[src/rtl/issue_controller_pkg.sv]
// Shared types for the ID->EX issue logic: forwarding selects, writeback
// source encoding, the decoder control-word fields used here, and FSM states.
package issue_controller_pkg;

  typedef enum logic [1:0] {
    FWD_NONE = 2'd0,
    FWD_EX   = 2'd1,
    FWD_MA   = 2'd2
  } fwd_src_t;

  typedef enum logic [1:0] {
    WB_SRC_ALU = 2'd0,
    WB_SRC_MEM = 2'd1,
    WB_SRC_PC  = 2'd2,
    WB_SRC_CSR = 2'd3
  } wb_src_t;

  typedef struct packed {
    logic ra_used;
    logic rb_used;
    logic csr_used;
    logic priv;
    logic halt;
  } control_word_t;

  typedef enum logic [2:0] {
    RUN        = 3'd0,
    DRAIN      = 3'd1,
    SOLO       = 3'd2,
    HALT_DRAIN = 3'd3,
    HALTED     = 3'd4
  } issue_state_t;

  // Operand source for one register read; x0 never forwards, EX beats MA.
  function automatic fwd_src_t fwd_select(
    input logic [4:0] rs,
    input logic       ex_ok,
    input logic [4:0] ex_rd,
    input logic       ma_ok,
    input logic [4:0] ma_rd
  );
    fwd_src_t sel;
    if (rs == 5'd0) begin
      sel = FWD_NONE;
    end else if (ex_ok && (ex_rd == rs)) begin
      sel = FWD_EX;
    end else if (ma_ok && (ma_rd == rs)) begin
      sel = FWD_MA;
    end else begin
      sel = FWD_NONE;
    end
    return sel;
  endfunction

endpackage

[src/rtl/issue_controller_checker.sv]
// Runtime checks on the in-flight counter: no retire from an empty pipeline
// and never more than MAX_INFLIGHT outstanding instructions.
module issue_controller_checker #(
  parameter int MAX_INFLIGHT = 3,
  parameter int CNT_W        = 2
) (
  input logic             clk_i,
  input logic             reset_n_i,
  input logic             retire_i,
  input logic [CNT_W-1:0] inflight
);

  localparam logic [CNT_W-1:0] MAX_CNT = CNT_W'(MAX_INFLIGHT);

  // Counter sanity on every active clock edge outside reset.
  always @(posedge clk_i) begin
    if (reset_n_i) begin
      assert (!(retire_i && (inflight == {CNT_W{1'b0}})));
      assert (inflight <= MAX_CNT);
    end
  end

endmodule

[src/rtl/issue_hazard_detect.sv]
// Combinational hazard unit: operand forwarding selects and load-use detection
// for the instruction currently sitting in ID.
module issue_hazard_detect
  import issue_controller_pkg::*;
(
  input  logic          id_valid,
  input  logic          ra_used,
  input  logic          rb_used,
  input  logic [4:0]    id_rs1,
  input  logic [4:0]    id_rs2,
  input  logic          ex_valid,
  input  logic [4:0]    ex_rd,
  input  logic          ex_wb_valid,
  input  wb_src_t       ex_wb_src,
  input  logic          ma_valid,
  input  logic [4:0]    ma_rd,
  input  logic          ma_wb_valid,
  output fwd_src_t      fwd_a,
  output fwd_src_t      fwd_b,
  output logic          load_use
);

  logic ex_fwd_ok_s;
  logic ma_fwd_ok_s;
  logic ex_load_s;

  // Forward selects and load-use; a load in EX has no data yet, so it only
  // ever stalls. A load targeting x0 writes nothing and cannot cause a hazard.
  always_comb begin
    ex_fwd_ok_s = ex_valid && ex_wb_valid && (ex_wb_src != WB_SRC_MEM);
    ma_fwd_ok_s = ma_valid && ma_wb_valid;
    ex_load_s   = ex_valid && ex_wb_valid && (ex_wb_src == WB_SRC_MEM) && (ex_rd != 5'd0);
    fwd_a       = fwd_select(id_rs1, ex_fwd_ok_s, ex_rd, ma_fwd_ok_s, ma_rd);
    fwd_b       = fwd_select(id_rs2, ex_fwd_ok_s, ex_rd, ma_fwd_ok_s, ma_rd);
    load_use    = id_valid && ex_load_s &&
                  ((ra_used && (ex_rd == id_rs1)) || (rb_used && (ex_rd == id_rs2)));
  end

endmodule

[src/rtl/issue_controller.sv]
// ID->EX issue sequencer: hazard stalls, CSR/privileged serialization, halt
// drain and the issued-not-retired counter.
module issue_controller
  import issue_controller_pkg::*;
#(
  parameter int MAX_INFLIGHT = 3,
  localparam int CNT_W = $clog2(MAX_INFLIGHT + 1)
) (
  input  logic               clk_i,
  input  logic               reset_n_i,
  input  logic               id_valid_i,
  input  control_word_t      id_cw_i,
  input  logic [4:0]         id_rs1_i,
  input  logic [4:0]         id_rs2_i,
  input  logic               ex_valid_i,
  input  logic [4:0]         ex_rd_i,
  input  logic               ex_wb_valid_i,
  input  wb_src_t            ex_wb_src_i,
  input  logic               ma_valid_i,
  input  logic [4:0]         ma_rd_i,
  input  logic               ma_wb_valid_i,
  input  logic               retire_i,
  input  logic               redirect_i,
  output logic               issue_o,
  output logic               id_stall_o,
  output logic               id_flush_o,
  output fwd_src_t           fwd_a_o,
  output fwd_src_t           fwd_b_o,
  output logic               halted_o,
  output logic [CNT_W-1:0]   inflight_o
);

  localparam logic [CNT_W-1:0] MAX_CNT  = CNT_W'(MAX_INFLIGHT);
  localparam logic [CNT_W-1:0] ONE_CNT  = CNT_W'(1);
  localparam logic [CNT_W-1:0] ZERO_CNT = {CNT_W{1'b0}};

  issue_state_t     state_r;
  issue_state_t     state_next_s;
  logic [CNT_W-1:0] inflight_r;
  logic [CNT_W-1:0] inflight_next_s;
  fwd_src_t         fwd_a_s;
  fwd_src_t         fwd_b_s;
  logic             load_use_s;
  logic             room_s;
  logic             serial_s;
  logic             empty_s;

  issue_hazard_detect u_hazard (
    .id_valid    (id_valid_i),
    .ra_used     (id_cw_i.ra_used),
    .rb_used     (id_cw_i.rb_used),
    .id_rs1      (id_rs1_i),
    .id_rs2      (id_rs2_i),
    .ex_valid    (ex_valid_i),
    .ex_rd       (ex_rd_i),
    .ex_wb_valid (ex_wb_valid_i),
    .ex_wb_src   (ex_wb_src_i),
    .ma_valid    (ma_valid_i),
    .ma_rd       (ma_rd_i),
    .ma_wb_valid (ma_wb_valid_i),
    .fwd_a       (fwd_a_s),
    .fwd_b       (fwd_b_s),
    .load_use    (load_use_s)
  );

  issue_controller_checker #(
    .MAX_INFLIGHT (MAX_INFLIGHT),
    .CNT_W        (CNT_W)
  ) u_checker (
    .clk_i     (clk_i),
    .reset_n_i (reset_n_i),
    .retire_i  (retire_i),
    .inflight  (inflight_r)
  );

  // Issue decision, stall/flush outputs and next state from state + inputs.
  always_comb begin
    room_s       = (inflight_r < MAX_CNT) || retire_i;
    serial_s     = id_cw_i.csr_used || id_cw_i.priv;
    empty_s      = (inflight_r == ZERO_CNT);
    issue_o      = 1'b0;
    id_stall_o   = 1'b0;
    id_flush_o   = 1'b0;
    halted_o     = 1'b0;
    fwd_a_o      = fwd_a_s;
    fwd_b_o      = fwd_b_s;
    state_next_s = state_r;
    if (!reset_n_i) begin
      id_stall_o = 1'b1;
      id_flush_o = 1'b1;
      fwd_a_o    = FWD_NONE;
      fwd_b_o    = FWD_NONE;
    end else if (redirect_i) begin
      // Wrong-path ID instruction: squash it; a pending serial/halt was bogus.
      id_flush_o = 1'b1;
      halted_o   = (state_r == HALTED);
      case (state_r)
        DRAIN, HALT_DRAIN: state_next_s = RUN;
        default:           state_next_s = state_r;
      endcase
    end else begin
      case (state_r)
        RUN: begin
          if (!id_valid_i) begin
            state_next_s = RUN;
          end else if (id_cw_i.halt) begin
            id_stall_o   = 1'b1;
            state_next_s = HALT_DRAIN;
          end else if (serial_s) begin
            if (!empty_s || load_use_s) begin
              id_stall_o   = 1'b1;
              state_next_s = empty_s ? RUN : DRAIN;
            end else begin
              issue_o      = 1'b1;
              state_next_s = SOLO;
            end
          end else if (load_use_s || !room_s) begin
            id_stall_o = 1'b1;
          end else begin
            issue_o = 1'b1;
          end
        end
        DRAIN: begin
          if (id_valid_i && empty_s && !load_use_s) begin
            issue_o      = 1'b1;
            state_next_s = SOLO;
          end else begin
            id_stall_o   = id_valid_i;
            state_next_s = DRAIN;
          end
        end
        SOLO: begin
          id_stall_o   = id_valid_i;
          state_next_s = empty_s ? RUN : SOLO;
        end
        HALT_DRAIN: begin
          id_stall_o   = id_valid_i;
          state_next_s = empty_s ? HALTED : HALT_DRAIN;
        end
        HALTED: begin
          halted_o     = 1'b1;
          id_stall_o   = 1'b1;
          state_next_s = HALTED;
        end
        default: begin
          id_stall_o   = 1'b1;
          state_next_s = RUN;
        end
      endcase
    end
  end

  // In-flight count update; a stray retire on an empty pipeline holds at zero.
  always_comb begin
    inflight_next_s = inflight_r;
    case ({issue_o, retire_i})
      2'b10:   inflight_next_s = inflight_r + ONE_CNT;
      2'b01:   inflight_next_s = empty_s ? ZERO_CNT : (inflight_r - ONE_CNT);
      default: inflight_next_s = inflight_r;
    endcase
  end

  // State and counter registers with synchronous active-low reset.
  always_ff @(posedge clk_i) begin
    if (!reset_n_i) begin
      state_r    <= RUN;
      inflight_r <= ZERO_CNT;
    end else begin
      state_r    <= state_next_s;
      inflight_r <= inflight_next_s;
    end
  end

  assign inflight_o = inflight_r;

endmodule
[config.mk]
export PLATFORM = sky130hd
export DESIGN_NAME = issue_controller
export DESIGN_NICKNAME = d
export VERILOG_FILES = /design/src/rtl/issue_controller_pkg.sv /design/src/rtl/issue_controller_checker.sv /design/src/rtl/issue_hazard_detect.sv /design/src/rtl/issue_controller.sv
export SDC_FILE = /design/constraint.sdc
export NUM_CORES = 1
export LEC_CHECK = 0
export BUFFER_PORTS_ARGS = -buffer_cell sky130_fd_sc_hd__buf_2
export CAP_MARGIN = 30
export CORE_MARGIN = 5
export CORE_UTILIZATION = 40
export CTS_CLUSTER_SIZE = 14
export DETAILED_ROUTE_END_ITERATION = 7
export PLACE_DENSITY = 0.75
export SYNTH_ARGS = -nofsm -noshare
export SYNTH_HDL_FRONTEND = slang
export SYNTH_HIERARCHICAL = 1
export SYNTH_SLANG_ARGS = --single-unit
[constraint.sdc]
create_clock -name clk_i -period 2.2 [get_ports clk_i]
set_input_delay 0.22 -clock clk_i [delete_from_list [all_inputs] [get_ports clk_i]]
set_output_delay 0.22 -clock clk_i [all_outputs]
set_load 0.05 [all_outputs]
==> metrics, run 1 <==
outcome finished, violations left; failing checks setup timing; Clock Latency Late Sink 250 ps; ys flop type dfxtp_1; Layout Nets 217; # IOs 46; final setup vio count 3; Post-synth ARST share 0%; worst vdd ir 0.413 mV; actual slew at the worst max-slew pin 405 ps; max-slew violations 0; core area 2000 µm²; fillers 171; power share of the sequential group 22.8%; Hold-fix buffers, CTS 0; Post-synth EDFFs 0; worst min-delay path class primary input to flip-flop; largest net degree at the start of global routing 13; P_int 288 µW; DRT Pass-1 Iters 4; CP max FO 3; Syn Area/Cell 7.78 µm²; Avg Vias per Cell 5.22; antenna diode count 0; FP Rows 16; Final min period 2310 ps; Sw Share 38.5%; DIE WIDTH 56.5 µm; chip height 56.5 µm; Global Route Usage Sum 17.6%; sequential share of the synthesized area 11.6%; syn_nets 151; CP endpoint kind output port; post-route ant nets 0; Slew HR 73.0%; Synth-to-Final Area Change 59.4%; Worst Path Arrival 2090 ps; Num CTS Buffers 3; TritonCTS clock tree built; CTS Sinks 5; worst hold slack 320 ps; global route overflow 0; initial antenna violation count 0; crit path launch type primary input; YS warnings 6; Fin. Hold Viols 0; Post-Route Skew 0.574 ps; Leakage 0.639 nW; Sw Pwr 181 µW; vias in the first global route 1060; Pwr Density 341 nW/µm²; clock buffer depth 2; Critical-path top delay cell or4_4; largest stage delay on the critical path 540 ps; synth unique cells 42; routability cong. 0.833; clock slew at reported path FFs 40 ps; post-synthesis cell count 111; post-route setup slack -110 ps; ratio of cells with drive above 1 in the final layout 48.3%; Initial Utilization 43.1%; per-cell routed wire length 14.1 µm; Worst EP required 1980 ps; # H-tree levels 1; first-pass GRT wire length 4.66 mm; flops & latches, synth 5; buffers added on ports 45; DRC 0; Root Driver clkbuf_4; RSZ-0062 raised after global routing true; Final Power 469 µW; Initial DRC Count 27; total wire length 2.85 mm; Max Fclk 433 MHz; Util after Layout 68.8%; die area 3190 µm²; Cell Area, Synth 863 µm²; post-DP HPWL 2.39 mm; Vias 1060; clock network fraction of total power 23.4%; period utilisation layout 105%; Gate power share 53.8%; Setup CP Type primary input to output port; CP cell instances buf_8 > or4_4 > nor2_4 > nor4_4 > nor2b_1 > nand4b_1 > buf_4 > a2111oi_4 > buf_6; number of max-cap violations 0
==> through the flow <==
step                cells  setup TNS (ps)  setup slack (ps)  area [µm²]
global placement      198            -878              -302        1270
CTS                   203            -182             -68.2        1380
detailed placement    198           -1110              -378        1270
finish                203            -231              -110        1380
floorplan             111            -322              -134         895
global route          203            -571              -206        1380
==> logic make-up after synthesis <==
group,count (synthesis),share of synthesized area [%]
simple gates,51,37.0
fa+ha+maj,4,5.80
mux,1,1.16
buf+inv,6,3.19
xor+xnor,20,20.3
flops,5,11.6
compound gates,24,21.0
==> layer usage <==
| layer | track usage [%] | part of all wire [%] | vias up |
|---|---|---|---|
| met5 | 0 | 0 | - |
| met4 | 2.03 | 0 | 0 |
| met3 | 3.44 | 4.8 | 0 |
| met2 | 31.4 | 52 | 23 |
| met1 | 22.1 | 43 | 503 |
| li1 | - | - | 534 |
==> critical path, delay by kind of cell <==
kind | cells | cell delay, ps
AO/OA/AOI/OAI | 1 | 340
buffers and inverters | 3 | 470
AND/OR/NAND/NOR | 5 | 1040
==> flip-flops by register name, summed over array words and instances, names as in the netlist <==
| signal | cells |
|---|---|
| state_r | 3 |
| inflight_o | 2 |
==> worst paths after layout <==
path	depth (start not counted)	start	slack [ps]	endpoint
min	3	reset_n_i	320	inflight_o[0]$_SDFFE_PN0P_
max	9	ex_rd_i[4]	-110	issue_o
max reg2reg	9	inflight_o[1]$_SDFFE_PN0P_	80	inflight_o[1]$_SDFFE_PN0P_
min reg2reg	2	inflight_o[0]$_SDFFE_PN0P_	550	inflight_o[0]$_SDFFE_PN0P_
==> repair_timing <==
item	in CTS	in global routing
gates resized for setup	16	1
setup buffers	1	0
endpoints found under the setup margin	4	4
cloned	0	0
pin swaps	9	3
==> Yosys cell counts (2+ instances only) <==
cell       instances  area [µm²]
nor2_1            11        41.3
dfxtp_1            5         100
a211oi_1           2        15.0
nand2b_1           2        12.5
nor2b_1            4        25.0
nor3_1             2        10.0
nand2_1            7        26.3
xor2_1            15         131
nor4_2             2        25.0
a21oi_1            2        10.0
or4_1              3        22.5
ha_1               4        50.1
xnor2_1            5        43.8
nand4b_1           2        17.5
and3_1             2        12.5
nand3_1            4        20.0
inv_1              3        11.3
a2111oi_2          2        30.0
and2_1             5        31.3
o21ai_0            7        35.0
==> area by class of cell <==
class	count	area [µm²]	share of cell area [%]
well taps	27	33.8	2.45
repair buffers	64	397	28.8
clock buffers	4	26.3	1.91
multi-input cells	100	806	58.5
inverters	3	11.3	0.818
flip-flops and latches	5	103	7.45
==> cells in the final DEF (no fill, tap or decap), types with 2 or more instances in the layout <==
| cell | count |
|---|---|
| buf_2 | 41 |
| buf_4 | 19 |
| xor2_1 | 15 |
| nor2_1 | 10 |
| nand2_1 | 7 |
| and2_1 | 5 |
| o21ai_0 | 5 |
| nor2b_1 | 4 |
| nand3_1 | 4 |
| inv_1 | 3 |
| ha_1 | 3 |
| clkbuf_4 | 3 |
| buf_6 | 3 |
| dfxtp_1 | 3 |
| xnor2_1 | 3 |
| nand4b_1 | 2 |
| nand2b_1 | 2 |
| a21oi_1 | 2 |
| and3_1 | 2 |
| a211oi_1 | 2 |
| o21ai_1 | 2 |
| nor3_1 | 2 |
| dfxtp_2 | 2 |
| or4_1 | 2 |
| xnor2_2 | 2 |
==> power by group through the flow <==
stage                     registers (mW)  logic [mW]  clock network (mW)
after CTS                          0.107       0.250               0.113
after detailed placement           0.108       0.232                   0
after global placement             0.108       0.225                   0
final                              0.107       0.252               0.110
after global routing               0.108       0.273               0.117
after floorplan                    0.114       0.121                   0
Power figures use the tool's default switching activity.
==> run 2, diff against run 1 <==
Settings changed: SETUP_SLACK_MARGIN set to 0.05.
==> run 2 against run 1 <==
  * The run still ends with setup timing left
  * Sequential cell count did not move
  * Maximum frequency is 0.70% higher
  * Critical path depth is the same
  * Die area is the same
  * Design area increased by 4.4%
  * Sequential share of layout area shrank 0.31 points
  * Global-route usage rose by 0.52 points
  * First-iteration DRC count is 33% higher
  * Clock skew rose by 0.50 ps
  * Register-to-register slack is essentially flat
  * Sequential power about the same
  * Via count rose by 4.0%
==> metrics, run 2 (synthesized netlist as in run 1, its figures left out) <==
outcome finished, violations left; failing checks setup timing; Post-Route Skew 1.08 ps (+0.504 ps); post-route ant nets 0 (unchanged); number of max-cap violations 0 (unchanged); Worst EP required 1980 ps (about the same); core area 2000 µm² (unchanged); CP startpoint ex_rd_i[4]; CP max FO 3 (unchanged); CTS Sinks 5 (unchanged); commonest non-fill, non-tap cell in the layout buf_2; setup TNS -183 ps (+48.6 ps); Post-Layout Cell Count 206 (+1.5%); period utilisation layout 104% (-0.73 points); vias in the first global route 1098 (+3.6%); DIE WIDTH 56.5 µm (unchanged); post-DP HPWL 2.39 mm (unchanged); Largest register FFs 3 (unchanged); Max Fclk 436 MHz (+0.70%); Num CTS Buffers 3 (unchanged); RSZ-0062 raised after global routing true; Slew HR 71.5% (-1.4 points); die area 3190 µm² (unchanged); buffers added on ports 45 (unchanged); most frequent cells in the layout buf_2 (39), buf_4 (22), xor2_1 (14); Hold-fix buffers, CTS 0 (unchanged); DRC 0 (unchanged); Final min period 2290 ps (-16.0 ps); TritonCTS clock tree built; # H-tree levels 1 (unchanged); DRT Pass-1 Iters 4 (unchanged); actual slew at the worst max-slew pin 426 ps (+21.3 ps); DP Area 1270 µm² (unchanged); routability cong. 0.833 (unchanged); worst min-delay path class primary input to flip-flop; Synth-to-Final Area Change 66.4%; Worst Path Arrival 2070 ps (-20 ps); reg-to-reg critical path startpoint inflight_o[1]$_SDFFE_PN0P_; Initial DRC Count 36 (+33%); clock buffer depth 2 (unchanged); clock slew at reported path FFs 40 ps (about the same); max-slew violations 0 (unchanged); largest register by flop count state_r; ratio of cells with drive above 1 in the final layout 50.8% (+2.5 points); Leakage 0.664 nW (+4.0%); initial antenna violation count 0 (unchanged); Avg Vias per Cell 5.35 (+2.4%); Vias 1102 (+4.0%); per-cell routed wire length 14.9 µm (+5.7%); Critical-path top delay cell or4_4; Root Driver clkbuf_4; chip height 56.5 µm (unchanged); worst vdd ir 0.426 mV (+3.1%); FP Rows 16 (unchanged); Layout Nets 220 (+1.4%); DP Cell Count 198 (unchanged); fillers 158 (-7.6%); # IOs 46 (unchanged); fin area 1440 µm² (+4.4%); CP endpoint kind output port; Final Power 491 µW (+4.7%); CP cell instances buf_8 > or4_4 > nor2_4 > nor4_4 > nor2b_1 > nand4b_1 > buf_4 > a2111oi_4 > buf_6; Post-Place Worst Slack -378 ps (unchanged); largest net degree at the start of global routing 13 (unchanged); Util after Layout 71.8% (+3.0 points); final setup vio count 3 (unchanged); Setup CP Type primary input to output port; Clock Latency Late Sink 260 ps (about the same); largest delay contributor family on the critical path simple AND/OR/NAND/NOR gates; antenna diode count 0 (unchanged); Initial Utilization 43.1% (unchanged); Pwr Density 342 nW/µm² (+0.37%); hold path startpoint reset_n_i; first-pass GRT wire length 4.78 mm (+2.7%); Global Route Usage Sum 18.1% (+0.52 points); crit path launch type primary input; worst hold slack 311 ps (-8.08 ps); largest stage delay on the critical path 540 ps (about the same); post-route setup slack -94.2 ps (+16.0 ps); total wire length 3.06 mm (+7.3%); Buf/Inv on CP 3 (unchanged); global route overflow 0 (unchanged); Fin. Hold Viols 0 (unchanged)
## run 2: cell type report
| cell class | instances | area [µm²] | area share (%) |
|---|---|---|---|
| clock buffer | 4 | 26.3 | 1.83 |
| inverter | 3 | 11.3 | 0.784 |
| sequential | 5 | 103 | 7.14 |
| timing repair buffer | 67 | 432 | 30.1 |
| tap | 27 | 33.8 | 2.35 |
| multi-input combinational | 100 | 831 | 57.8 |
## run 2: worst paths after layout
check | depth (start not counted) | end | slack (ps)
worst max-delay path | 9 | issue_o | -90
worst min-delay path | 3 | inflight_o[0]$_SDFFE_PN0P_ | 310
worst min register to register | 2 | inflight_o[0]$_SDFFE_PN0P_ | 550
worst max register to register | 9 | inflight_o[1]$_SDFFE_PN0P_ | 90
## run 2: layer usage
metal / part of all wire, % / GRT usage (%) / vias to the layer above
met5: 0 / 0 / -
met4: 1.2 / 3.73 / 0
met3: 6.7 / 4.13 / 6
met2: 51 / 32.2 / 41
met1: 41 / 21.8 / 517
li1: - / - / 538
## run 2: report_power, final
group | internal [mW] | total, mW | switching [mW]
Clock | 0.0690 | 0.114 | 0.0451
Sequential | 0.0973 | 0.107 | 0.00963
Combinational | 0.132 | 0.270 | 0.138
## run 2: worst register-to-register path: stages (launching register included)
cell	delay (ps)
dfxtp_2	360
ha_1	170
or4b_1	440
o211ai_1	130
nand2b_4	170
a2111o_1	190
ha_4	160
mux2i_1	180
o21ai_1	70
and2_1	150
## run 2: what timing repair did
action	in CTS	in global routing
setup endpoints to repair	4	4
pin swaps	14	6
buffers inserted	4	0
gates resized for setup	19	7
